`config.mk`:
```
export PLATFORM = sky130hd
export DESIGN_NAME = edit_mem_freeb_arb
export DESIGN_NICKNAME = d
export VERILOG_FILES = /design/src/rtl/edit_mem_freeb_arb.sv
export SDC_FILE = /design/constraint.sdc
export NUM_CORES = 1
export LEC_CHECK = 0
export BUFFER_PORTS_ARGS = -buffer_cell sky130_fd_sc_hd__buf_2
export CAP_MARGIN = 20
export CORE_UTILIZATION = 45
export DETAILED_ROUTE_END_ITERATION = 8
export PLACE_DENSITY = 0.7
export RECOVER_POWER = 50
export SLEW_MARGIN = 15
export SYNTH_ARGS = -nofsm -noshare
export SYNTH_HDL_FRONTEND = slang
export SYNTH_SLANG_ARGS = --single-unit
```
`constraint.sdc`:
```
create_clock -name clk_i -period 3.3 [get_ports clk_i]
set_input_delay 0.165 -clock clk_i [delete_from_list [all_inputs] [get_ports clk_i]]
set_output_delay 0.165 -clock clk_i [all_outputs]
set_load 0.01 [all_outputs]
```
`src/rtl/edit_mem_freeb_arb.sv`:
```
// Free-buffer arbiter: shares one edit-memory free-buffer controller
// between NREQ processing units for allocation and release.
module edit_mem_freeb_arb #(
  parameter int NREQ       = 4,
  parameter int REQ_NBITS  = 2,
  parameter int BPTR_NBITS = 8,
  parameter int QUOTA      = 16,
  parameter int RSP_LAT    = 3
) (
  input  logic                       clk_i,
  input  logic                       rst_i,
  input  logic                       cfg_freeb_init_i,
  input  logic [NREQ-1:0]            req_alloc_i,
  output logic [NREQ-1:0]            req_grant_o,
  output logic [NREQ-1:0]            rsp_valid_o,
  output logic [BPTR_NBITS-1:0]      rsp_ptr_o,
  output logic                       rsp_available_o,
  input  logic [NREQ-1:0]            rel_valid_i,
  input  logic [NREQ*BPTR_NBITS-1:0] rel_ptr_i,
  output logic [NREQ-1:0]            rel_ready_o,
  output logic                       freeb_init_o,
  output logic                       pu_buf_req_o,
  input  logic                       pu_buf_valid_i,
  input  logic [BPTR_NBITS-1:0]      pu_buf_ptr_i,
  input  logic                       pu_buf_available_i,
  output logic                       rel_buf_valid_o,
  output logic [BPTR_NBITS-1:0]      rel_buf_ptr_o,
  input  logic                       freeb_init_done_i,
  output logic                       arb_ready_o,
  output logic [NREQ-1:0]            quota_err_o
);

  localparam int CW = BPTR_NBITS + 1;

  typedef enum logic [1:0] {
    ARB_WAIT_DONE,
    ARB_RUN,
    ARB_INIT,
    ARB_WAIT_DROP
  } state_e;

  state_e state_q, state_d;
  logic   run, init;

  logic [NREQ-1:0]      req_grant_q, req_grant_d, elig;
  logic [REQ_NBITS-1:0] gid, gid_q, grr_q, grr_d;
  logic                 gnt_any;

  logic [NREQ-1:0]      rel_sel;
  logic [REQ_NBITS-1:0] rid, rrr_q, rrr_d;
  logic                 rel_any;

  logic [RSP_LAT-1:0]   sr_v_q;
  logic [REQ_NBITS-1:0] sr_id_q [RSP_LAT];
  logic                 hit;
  logic [REQ_NBITS-1:0] hid;

  logic [CW-1:0] cnt_q  [NREQ];
  logic [CW-1:0] cnt_d  [NREQ];
  logic [1:0]    pend_q [NREQ];
  logic [1:0]    pend_d [NREQ];
  logic [NREQ-1:0] inc, dec, err_q, err_d;

  logic [NREQ-1:0]       rsp_valid_q;
  logic [BPTR_NBITS-1:0] rsp_ptr_q;
  logic                  rsp_av_q;
  logic                  rel_buf_valid_q;
  logic [BPTR_NBITS-1:0] rel_buf_ptr_q;

  always_ff @(posedge clk_i or posedge rst_i) begin
    if (rst_i) state_q <= ARB_WAIT_DONE;
    else       state_q <= state_d;
  end

  always_comb begin
    state_d = state_q;
    unique case (state_q)
      ARB_WAIT_DONE: if (freeb_init_done_i)  state_d = ARB_RUN;
      ARB_RUN:       if (cfg_freeb_init_i)   state_d = ARB_INIT;
      ARB_INIT:                              state_d = ARB_WAIT_DROP;
      ARB_WAIT_DROP: if (!freeb_init_done_i) state_d = ARB_WAIT_DONE;
      default:                               state_d = ARB_WAIT_DONE;
    endcase
  end

  always_comb begin
    run          = (state_q == ARB_RUN);
    init         = (state_q == ARB_INIT);
    arb_ready_o  = run;
    freeb_init_o = init;
  end

  // A grant last cycle blocks this one: controller paces one prefetch per 2 cycles
  always_comb begin
    elig = '0;
    for (int i = 0; i < NREQ; i++) begin
      elig[i] = req_alloc_i[i] && run && !(|req_grant_q)
        && (({1'b0, cnt_q[i]} + (CW+1)'(pend_q[i])) < (CW+1)'(QUOTA));
    end
  end

  always_comb begin
    gnt_any = 1'b0;
    gid     = grr_q;
    for (int k = 0; k < NREQ; k++) begin
      if (!gnt_any && elig[grr_q + REQ_NBITS'(k)]) begin
        gnt_any = 1'b1;
        gid     = grr_q + REQ_NBITS'(k);
      end
    end
    req_grant_d      = '0;
    req_grant_d[gid] = gnt_any;
    grr_d            = gnt_any ? gid + 1'b1 : grr_q;
  end

  always_comb begin
    rel_any = 1'b0;
    rid     = rrr_q;
    for (int k = 0; k < NREQ; k++) begin
      if (!rel_any && rel_valid_i[rrr_q + REQ_NBITS'(k)]) begin
        rel_any = 1'b1;
        rid     = rrr_q + REQ_NBITS'(k);
      end
    end
    rel_sel      = '0;
    rel_sel[rid] = rel_any;
    rrr_d        = rel_any ? rid + 1'b1 : rrr_q;
  end

  assign rel_ready_o = rel_sel;

  // Response belongs to whoever was granted RSP_LAT+1 cycles ago
  assign hit = pu_buf_valid_i && sr_v_q[RSP_LAT-1];
  assign hid = sr_id_q[RSP_LAT-1];

  always_comb begin
    inc   = '0;
    dec   = '0;
    err_d = err_q;
    for (int i = 0; i < NREQ; i++) begin
      inc[i] = run && hit && (hid == REQ_NBITS'(i)) && pu_buf_available_i;
      dec[i] = run && rel_any && (rid == REQ_NBITS'(i));
      pend_d[i] = pend_q[i]
        + 2'(gnt_any && (gid == REQ_NBITS'(i)))
        - 2'(hit && (hid == REQ_NBITS'(i)));
      cnt_d[i] = cnt_q[i];
      if (init) begin
        cnt_d[i] = '0;
      end else if (inc[i] && !dec[i]) begin
        cnt_d[i] = cnt_q[i] + 1'b1;
      end else if (dec[i] && !inc[i]) begin
        if (cnt_q[i] == '0) err_d[i] = 1'b1;
        else                cnt_d[i] = cnt_q[i] - 1'b1;
      end
    end
  end

  always_ff @(posedge clk_i or posedge rst_i) begin
    if (rst_i) begin
      req_grant_q     <= '0;
      gid_q           <= '0;
      grr_q           <= '0;
      rrr_q           <= '0;
      sr_v_q          <= '0;
      err_q           <= '0;
      rsp_valid_q     <= '0;
      rsp_ptr_q       <= '0;
      rsp_av_q        <= 1'b0;
      rel_buf_valid_q <= 1'b0;
      rel_buf_ptr_q   <= '0;
      for (int i = 0; i < RSP_LAT; i++) sr_id_q[i] <= '0;
      for (int i = 0; i < NREQ; i++) begin
        cnt_q[i]  <= '0;
        pend_q[i] <= '0;
      end
    end else begin
      req_grant_q <= req_grant_d;
      gid_q       <= gid;
      grr_q       <= grr_d;
      rrr_q       <= rrr_d;
      err_q       <= err_d;
      sr_v_q[0]   <= |req_grant_q;
      sr_id_q[0]  <= gid_q;
      for (int i = 1; i < RSP_LAT; i++) begin
        sr_v_q[i]  <= sr_v_q[i-1];
        sr_id_q[i] <= sr_id_q[i-1];
      end
      for (int i = 0; i < NREQ; i++) begin
        cnt_q[i]  <= cnt_d[i];
        pend_q[i] <= pend_d[i];
      end
      rsp_valid_q <= hit ? (NREQ'(1) << hid) : '0;
      if (hit) begin
        rsp_ptr_q <= pu_buf_ptr_i;
        rsp_av_q  <= pu_buf_available_i;
      end
      rel_buf_valid_q <= rel_any;
      if (rel_any) begin
        rel_buf_ptr_q <= rel_ptr_i[int'(rid)*BPTR_NBITS +: BPTR_NBITS];
      end
    end
  end

  assign req_grant_o     = req_grant_q;
  assign pu_buf_req_o    = |req_grant_q;
  assign rsp_valid_o     = rsp_valid_q;
  assign rsp_ptr_o       = rsp_ptr_q;
  assign rsp_available_o = rsp_av_q;
  assign rel_buf_valid_o = rel_buf_valid_q;
  assign rel_buf_ptr_o   = rel_buf_ptr_q;
  assign quota_err_o     = err_q;

endmodule

```
# Word-level counts from Yosys, hierarchy flattened
# Index checks and enable logic that the tools add are counted.
# word_totals
register_bits	91
in_bits	54
output_inout_bits	37
word_cells	241
# classes
n_addsub	28
order_cmp	16
n_eq_ne	19
shift	2
mux	55
n_bitwise	7
reduce_logical	88
# op_table
cell	count
2-to-1 mux 9 bit	16
logical AND 1 bit	51
adder 9 x 2 -> 10 bit	4
< comparator 10 x 5 -> 1 bit (second input constant)	4
adder 9 x 1 -> 9 bit (second input constant)	4
logical NOT 9 bit	4
subtractor 9 x 1 -> 9 bit (second input constant)	4
indexed part select 32 x 6 -> 8 bit	1
< comparator 2 x 3 -> 1 bit (second input constant)	10
2-to-1 mux 1 bit	18
2-to-1 mux 2 bit	9
binary-select mux 1 bit (select 2 bit)	8
equality test 2 bit (second input constant)	8
AND reduction 4 bit	4
logical NOT 1 bit	15
!= test 3 bit (second input constant)	4
nonzero test 3 bit	4
adder 2 x 1 -> 2 bit	4
adder 2 x 1 -> 2 bit (second input constant)	4
adder 2 bit (second input constant)	4
AND 4 bit	2
equality test 2 x 1 -> 1 bit (second input constant)	4
logical NOT 2 bit	4
one-hot mux 2 bit (4 select lines)	1
other kinds (10)	24

# Longest topological paths before layout
# Gate-level depths: netlist of the first run.
# depth
depth_word	21
mapped_depth	17
depth_no_buf	15

# Worst setup path before layout of the first run
# Ideal clock, no wire load.
# synth_path
path_type	flip-flop to flip-flop
startpoint	reg rrr_q[0]
endpoint	reg cnt_q[7] (netlist name)
setup_time_ns	0.134
arrival_ns	3.170
setup_slack_ns	-0.004
stages_incl_launch_ff	16
n_path_buf	1
synth_period_minus_slack_ns	3.304
cell_sequence	dfrtp_1 -> nor2b_1 -> a21oi_1 -> o211ai_2 -> buf_2 -> inv_1 -> ha_1 -> nand2_2 -> nand2_1 -> ha_1 -> a21o_1 -> a21oi_1 -> o21ai_0 -> a2111o_1 -> o21ai_0 -> o41ai_2
# synth_via
elab_chain_cells	18
word_cells_on_any_way	35
classes_between	add/sub (3); eq/ne (2); mux (17); reduce/logical (13)
# synth_lines
item	line	source
start: declaration	50	logic [REQ_NBITS-1:0] rid, rrr_q, rrr_d;
start signal: assignment	180	rrr_q <= rrr_d;
branches (longest 13 deep; another with adder 2 x 1 -> 2 bit)	n/a	
logical AND 1 bit (*)	142	dec[i] = run && rel_any && (rid == REQ_NBITS'(i));
logical NOT 1 bit	149	end else if (inc[i] && !dec[i]) begin
logical AND 1 bit	149	
!= test 3 bit (no line), or another cell as far along	n/a	
AND reduction 2 bit (no line) or 2-to-1 mux 9 bit (tied branches)	n/a	
end signal: indexed assignment	189	cnt_q[i] <= cnt_d[i];
end: declaration	58	logic [CW-1:0] cnt_q [NREQ];
# Every way passes the cells marked *. The select of a mux whose other input is x is not followed.
# A chain may end at the register's enable or synchronous reset.

# Worst setup path after layout of the first run
# layout_path
startpoint	reg rrr_q[0]
endpoint	reg cnt_q[26] (netlist name)
# layout_via
elab_chain_cells	18
word_cells_on_any_way	35
classes_between	add/sub (3); eq/ne (2); mux (17); reduce/logical (13)
# layout_lines
item	line
branches (longest 13 deep; another with adder 2 x 1 -> 2 bit)	n/a
logical AND 1 bit (*)	142
logical NOT 1 bit	149
logical AND 1 bit	149
!= test 3 bit (no line), or another cell as far along	n/a
AND reduction 2 bit (no line) or 2-to-1 mux 9 bit (tied branches)	n/a
# Marked as above.

==> results.py, run 1 <==
metrics = {
    "pwr": {
        "p_leak_nw": 3.48,
        "peakVddDrop_v": 0.000359,
        "p_per_area_nw_per_um2": 930,
        "power_mw": 6.42,
    },
    "synthesis": {
        "synth_common_cells": "dfrtp_1, nor2_1, ha_1",
        "ys_ff_latch": 91,
        "ys_seq_area_share_pct": 39.6,
        "syn-mean-instance-area_um2": 9.97,
        "synth_top_cell_by_area": "dfrtp_1",
        "ys_warn_count": 0,
        "syn_nets": 688,
        "syn-instance-count": 577,
        "ys.flop_type": "dfrtp_1",
        "synth.most_common_cell": "dfrtp_1",
        "synth_area_leaders": "dfrtp_1, ha_1, mux2i_1",
        "ys_async_sr_fraction_pct": 100,
        "synth-edff-count": 0,
        "ys_types": 62,
        "synth_area_um2": 5750,
        "synth_top_area_share_pct": 39.6,
    },
    "detailed_routing": {
        "avgRoutedWirePerCell_um": 14.9,
        "ant_nets": 0,
        "first_pass_iters": 4,
        "via_count": 4594,
        "vias_per_cell": 5.37,
        "drc": 0,
        "drt_wl_total_mm": 12.7,
        "drt_iter0_drc": 225,
    },
    "final_layout": {
        "drive_gt1_share_pct": 27.4,
        "area.sequential_um2": 2280,
        "diodes": 0,
        "post-route-util_pct": 56.5,
        "n_fill_cell": 1052,
        "multi_input_area_um2": 3330,
        "synthToLayoutAreaGrowth_pct": 20.0,
        "finalNetCount": 793,
    },
    "place": {
        "portBuffers": 90,
        "routabilityCongestion": 0.806,
        "hpwlAfterDp_mm": 9.59,
        "dp_slack_ps": 81.2,
    },
    "timing": {
        "final-max-slew-violation-count": 0,
        "setup_ws_ps": 140,
        "rsz0062_at_grt": "yes",
        "setup_violations": 0,
        "layout_worst_path_cycle_share_pct": 95.8,
        "fmax_ghz": 0.316,
        "fin_skew_ps": 9.60,
        "timing.slew.headroom_pct": 39.0,
        "hold_viol": 0,
        "layout_min_cycle_time_ps": 3160,
        "whs_ps": 54.7,
        "tightest_slew_ps": 911,
    },
    "clock_network": {
        "htreeDepth": 3,
        "path_clk_slew_ps": 70,
        "clock-sinks": 91,
        "cts_tree": "done",
        "clock_latency_ps": 340,
        "cts-buffers-inserted": 9,
        "cts.path.max_buffers": 2,
        "root_buffer": "clkbuf_16",
    },
    "worst_setup_path": {
        "crit_path_end_kind": "flop",
        "cp.required_ps": 3510,
        "start_kind": "flop",
        "crit_slowest_cell": "dfrtp_1",
        "max_stage_delay_ps": 420,
        "worstPathCellList": "nor2b_2 > a21oi_2 > o211ai_2 > inv_1 > ha_1 > nand2_4 > and2_4 > clkinvlp_4 > ha_2 > a21o_1 > nor4_1 > a22oi_2 > mux2i_1 > xor2_1 > nor2_1",
        "cp.arrival_ps": 3370,
        "path_max_fanout": 7,
        "path_class": "reg -> reg",
    },
    "floorplanning": {
        "dieWidth_um": 115,
        "io_pins": 91,
        "row_count": 40,
        "die_area_um2": 13200,
        "initial_utilization_pct": 47.1,
        "core-area_um2": 12200,
        "dieHeight_um": 115,
    },
    "global_routing": {
        "grt_max_degree": 50,
        "grt_overflow": 0,
        "grt_pass1_vias": 4428,
        "grt_pass1_wl_mm": 20.7,
        "track_usage_pct": 19.8,
        "antenna_found_initial": 0,
    },
    "flow_run": {
        "maxCapViolCount": 0,
    },
    "outcome": {
        "status": "finished clean",
    },
    "hold_path": {
        "min_path_type": "in -> reg",
    },
}
==> cell usage in the layout, fill, tap and decap left out, types with 9 or more instances in the layout <==
| cell type | count |
|---|---|
| a21oi_1 | 25 |
| a31oi_1 | 12 |
| buf_2 | 90 |
| buf_4 | 17 |
| clkbuf_16 | 9 |
| dfrtp_1 | 91 |
| ha_1 | 50 |
| inv_1 | 38 |
| mux2_2 | 20 |
| mux2i_1 | 30 |
| nand2_1 | 23 |
| nor2_1 | 61 |
| nor2b_1 | 11 |
| nor3_1 | 18 |
| o21ai_0 | 15 |
| xnor2_1 | 21 |
| xor2_1 | 13 |
==> report_power, final <==
| group | leakage [nW] | switching (mW) | internal (mW) |
|---|---|---|---|
| logic | 2.20 | 1.91 | 1.61 |
| clock network | 0.140 | 0.466 | 0.548 |
| registers | 1.15 | 0.322 | 1.56 |
| total | 3.48 | 2.69 | 3.72 |
==> through the flow <==
step           setup TNS [ps]  cells  instance area (um^2)
2_1_floorplan               0    577                  5750
3_3_place_gp                0    837                  6480
3_5_place_dp                0    837                  6480
4_1_cts                     0    854                  6780
5_1_grt                  -202    855                  6900
6_report                    0    855                  6900
==> critical path, delay by kind of cell (launching register included) <==
kind | cells | cell delay, ps
fa+ha+maj | 2 | 590
flops | 1 | 420
simple gates | 5 | 800
mux | 1 | 190
xor+xnor | 1 | 170
compound gates | 4 | 580
buf+inv | 2 | 290
==> sequential cells by signal, indices dropped and copies added (netlist names) <==
signal,count
rrr_q,2
quota_err_o,4
sr_id_q,4
req_grant_o,4
sr_v_q,3
rsp_ptr_o,8
rel_buf_ptr_o,8
hid,2
gid_q,2
state_q,2
rel_buf_valid_o,1
rsp_available_o,1
pend_q,8
grr_q,2
cnt_q,36
rsp_valid_o,4
==> metal layers <==
layer,up-vias,GRT usage [%],wire length [um]
li1,2264,-,-
met1,2214,25.2,5890
met2,104,34.1,6080
met3,12,3.69,630
met4,0,6.23,133
met5,-,0,0
==> kinds of logic (layout without fill, tap and decap cells) <==
logic type | Yosys count | count (layout) | share of synthesized area [%]
flip-flops | 91 | 91 | 39.6
adder cells (fa/ha/maj) | 57 | 57 | 12.9
AO/OA/AOI/OAI | 108 | 108 | 12.5
buffers and inverters | 59 | 169 | 4.24
multiplexers | 50 | 50 | 9.14
AND/OR/NAND/NOR | 178 | 178 | 16.4
XOR/XNOR | 34 | 34 | 5.18
==> final cells by class <==
type / instances / share of cell area [%]
clock inverters: 6 / 0.798
well taps: 168 / 3.05
inverters: 43 / 2.43
flip-flops and latches: 91 / 33.0
multi-input cells: 427 / 48.3
repair buffers: 110 / 8.98
clock buffers: 10 / 3.46
==> timing repair <==
| action | in CTS | in global routing |
|---|---|---|
| hold endpoints to repair | 42 | 0 |
| setup buffers | 0 | 1 |
| setup endpoints to repair | 0 | 14 |
| resized for setup | 0 | 26 |
| hold buffers | 1 | 0 |
==> final timing paths <==
path / end / cells past startpoint / startpoint / slack, ps
min in group asynchronous: rel_buf_ptr_o[2] / 3 / rst_i / 510
max in group asynchronous: cnt_q[13] / 4 / rst_i / 2090
min: rsp_ptr_o[6] / 2 / pu_buf_ptr_i[6] / 50
max reg2reg: cnt_q[26] / 15 / rrr_q[0] / 140
max: cnt_q[26] / 15 / rrr_q[0] / 140
min reg2reg: sr_v_q[2] / 0 / sr_v_q[1] / 350
No activity file was read; power rests on OpenSTA's default activity.
==> run 2, diff against run 1 <==
- REMOVE_ABC_BUFFERS: unset -> 1
==> results.py, run 2 (synthesis results as in run 1) <==
metrics = {
    "timing": {
        "fin_skew_ps": 4.54,
        "hold_viol": 0,
        "fmax_ghz": 0.316,
        "finalSetupTns_ps": 0,
        "final-max-slew-violation-count": 30,
        "layout_worst_path_cycle_share_pct": 95.8,
        "layout_min_cycle_time_ps": 3160,
        "setup_violations": 0,
        "tightest_slew_ps": 1580,
        "timing.slew.headroom_pct": -5.15,
    },
    "final_layout": {
        "final_common_cell": "dfrtp_1",
        "area.sequential_um2": 2280,
        "diodes": 0,
        "largest_reg_flops": 36,
        "most-common-layout-cells": "dfrtp_1, nor2_1, buf_2, ha_1, inv_1",
        "n_fill_cell": 1066,
        "synthToLayoutAreaGrowth_pct": 21.2,
        "finalNetCount": 799,
        "multi_input_area_um2": 3410,
        "regMostFlops": "cnt_q",
        "postLayoutCellArea_um2": 6970,
        "drive_gt1_share_pct": 24.1,
    },
    "clock_network": {
        "cts.path.max_buffers": 2,
        "root_buffer": "clkbuf_16",
        "clock_latency_ps": 340,
        "path_clk_slew_ps": 60,
        "htreeDepth": 3,
        "clock-sinks": 91,
        "cts_tree": "done",
        "cts-buffers-inserted": 9,
    },
    "worst_setup_path": {
        "start_kind": "flop",
        "cp.arrival_ps": 3410,
        "cp.required_ps": 3550,
        "path_max_fanout": 7,
        "path_class": "reg -> reg",
        "crit_path_end_kind": "flop",
    },
    "global_routing": {
        "grt_pass1_wl_mm": 21.2,
        "track_usage_pct": 20.4,
        "antenna_found_initial": 0,
        "grt_max_degree": 36,
        "grt_pass1_vias": 4608,
        "grt_overflow": 0,
    },
    "detailed_routing": {
        "vias_per_cell": 5.33,
        "first_pass_iters": 4,
        "drt_wl_total_mm": 13.0,
        "ant_nets": 0,
        "via_count": 4592,
        "avgRoutedWirePerCell_um": 15.1,
        "drc": 0,
        "drt_iter0_drc": 211,
    },
    "pwr": {
        "p_leak_nw": 3.43,
        "p_per_area_nw_per_um2": 937,
        "peakVddDrop_v": 0.000364,
    },
    "floorplanning": {
        "io_pins": 91,
        "initial_utilization_pct": 47.1,
        "die_area_um2": 13200,
        "row_count": 40,
        "dieHeight_um": 115,
        "dieWidth_um": 115,
        "core-area_um2": 12200,
    },
    "place": {
        "placed_area_um2": 6470,
        "routabilityCongestion": 0.870,
        "portBuffers": 90,
        "hpwlAfterDp_mm": 9.71,
    },
    "outcome": {
        "violations": "max-capacitance violations, max-slew violations",
        "status": "complete, but fails checks",
    },
    "hold_path": {
        "min_path_type": "in -> reg",
    },
    "flow_run": {
        "maxCapViolCount": 1,
    },
}
run 2: cell count changes in the layout (fill, tap and decap cells not counted), moves of 5 or more:
| cell | previous run | this run |
|---|---|---|
| clkbuf_1 | 0 | 34 |
| ha_4 | 2 | 7 |
| ha_1 | 50 | 45 |
| buf_2 | 90 | 59 |
| buf_4 | 17 | 23 |
run 2: layout make-up:
cell class	instances	area share (%)
Tap cell	168	3.02
Multi-Input combinational cell	427	48.9
Sequential cell	91	32.7
Clock buffer	12	3.68
Timing Repair Buffer	116	8.64
Inverter	43	2.41
Clock inverter	4	0.700
run 2: repair_timing:
item / 4_1_cts / 5_1_grt
endpoints found under the setup margin: 0 / 14
buffers inserted: 0 / 7
hold buffers: 1 / 0
endpoints found under the hold margin: 27 / 0
resized for setup: 0 / 35
run 2: path summary, 6_finish.rpt:
path / cells past startpoint / slack, ps / end / from
worst max-delay path: 16 / 140 / cnt_q[25] / rrr_q[0]
worst max register to register: 16 / 140 / cnt_q[25] / rrr_q[0]
min in group asynchronous: 3 / 610 / state_q[1] / rst_i
max in group asynchronous: 4 / 710 / cnt_q[13] / rst_i
worst min register to register: 0 / 350 / sr_v_q[2] / sr_v_q[1]
worst min-delay path: 2 / 50 / rsp_ptr_o[0] / pu_buf_ptr_i[0]
run 2: layer usage:
layer	global-route usage [%]	wire, um	up-vias
met1	25.5	5930	2202
met2	35.9	6400	102
met4	7.62	205	0
met5	0	0	-
met3	2.74	514	12
li1	-	-	2276
run 2: power by group:
group	internal (mW)	total, mW	switching, mW
sequential	1.56	1.90	0.341
combinational	1.64	3.58	1.94
clock	0.627	1.05	0.418
total	3.83	6.53	2.70
run 2: worst max-delay path, stage by stage (launching register included):
cell,delay (ps)
dfrtp_1,430
nor2b_2,160
a21oi_1,70
o211ai_2,220
inv_1,110
ha_2,200
nand2_4,80
and2_4,180
clkinvlp_4,260
ha_4,370
buf_4,100
inv_1,60
o32ai_2,350
o21ai_2,110
nor3_2,150
a21oi_1,60
o21ai_0,170
run 2: stage by stage:
step / power [mW] / std cells / hold slack (ps) / setup WS [ps] / util (%)
detailed placement: 5.30 / 837 / 203 / 74.3 / 53.0
CTS: 6.38 / 854 / 49.3 / 52.7 / 55.5
finish: 6.53 / 861 / 54.2 / 140 / 57.1
global route: 7.10 / 861 / 61.7 / -31.4 / 57.1
global placement: 5.17 / 837 / 191 / 218 / 53.0
floorplan: 4.36 / 561 / 316 / -157 / -
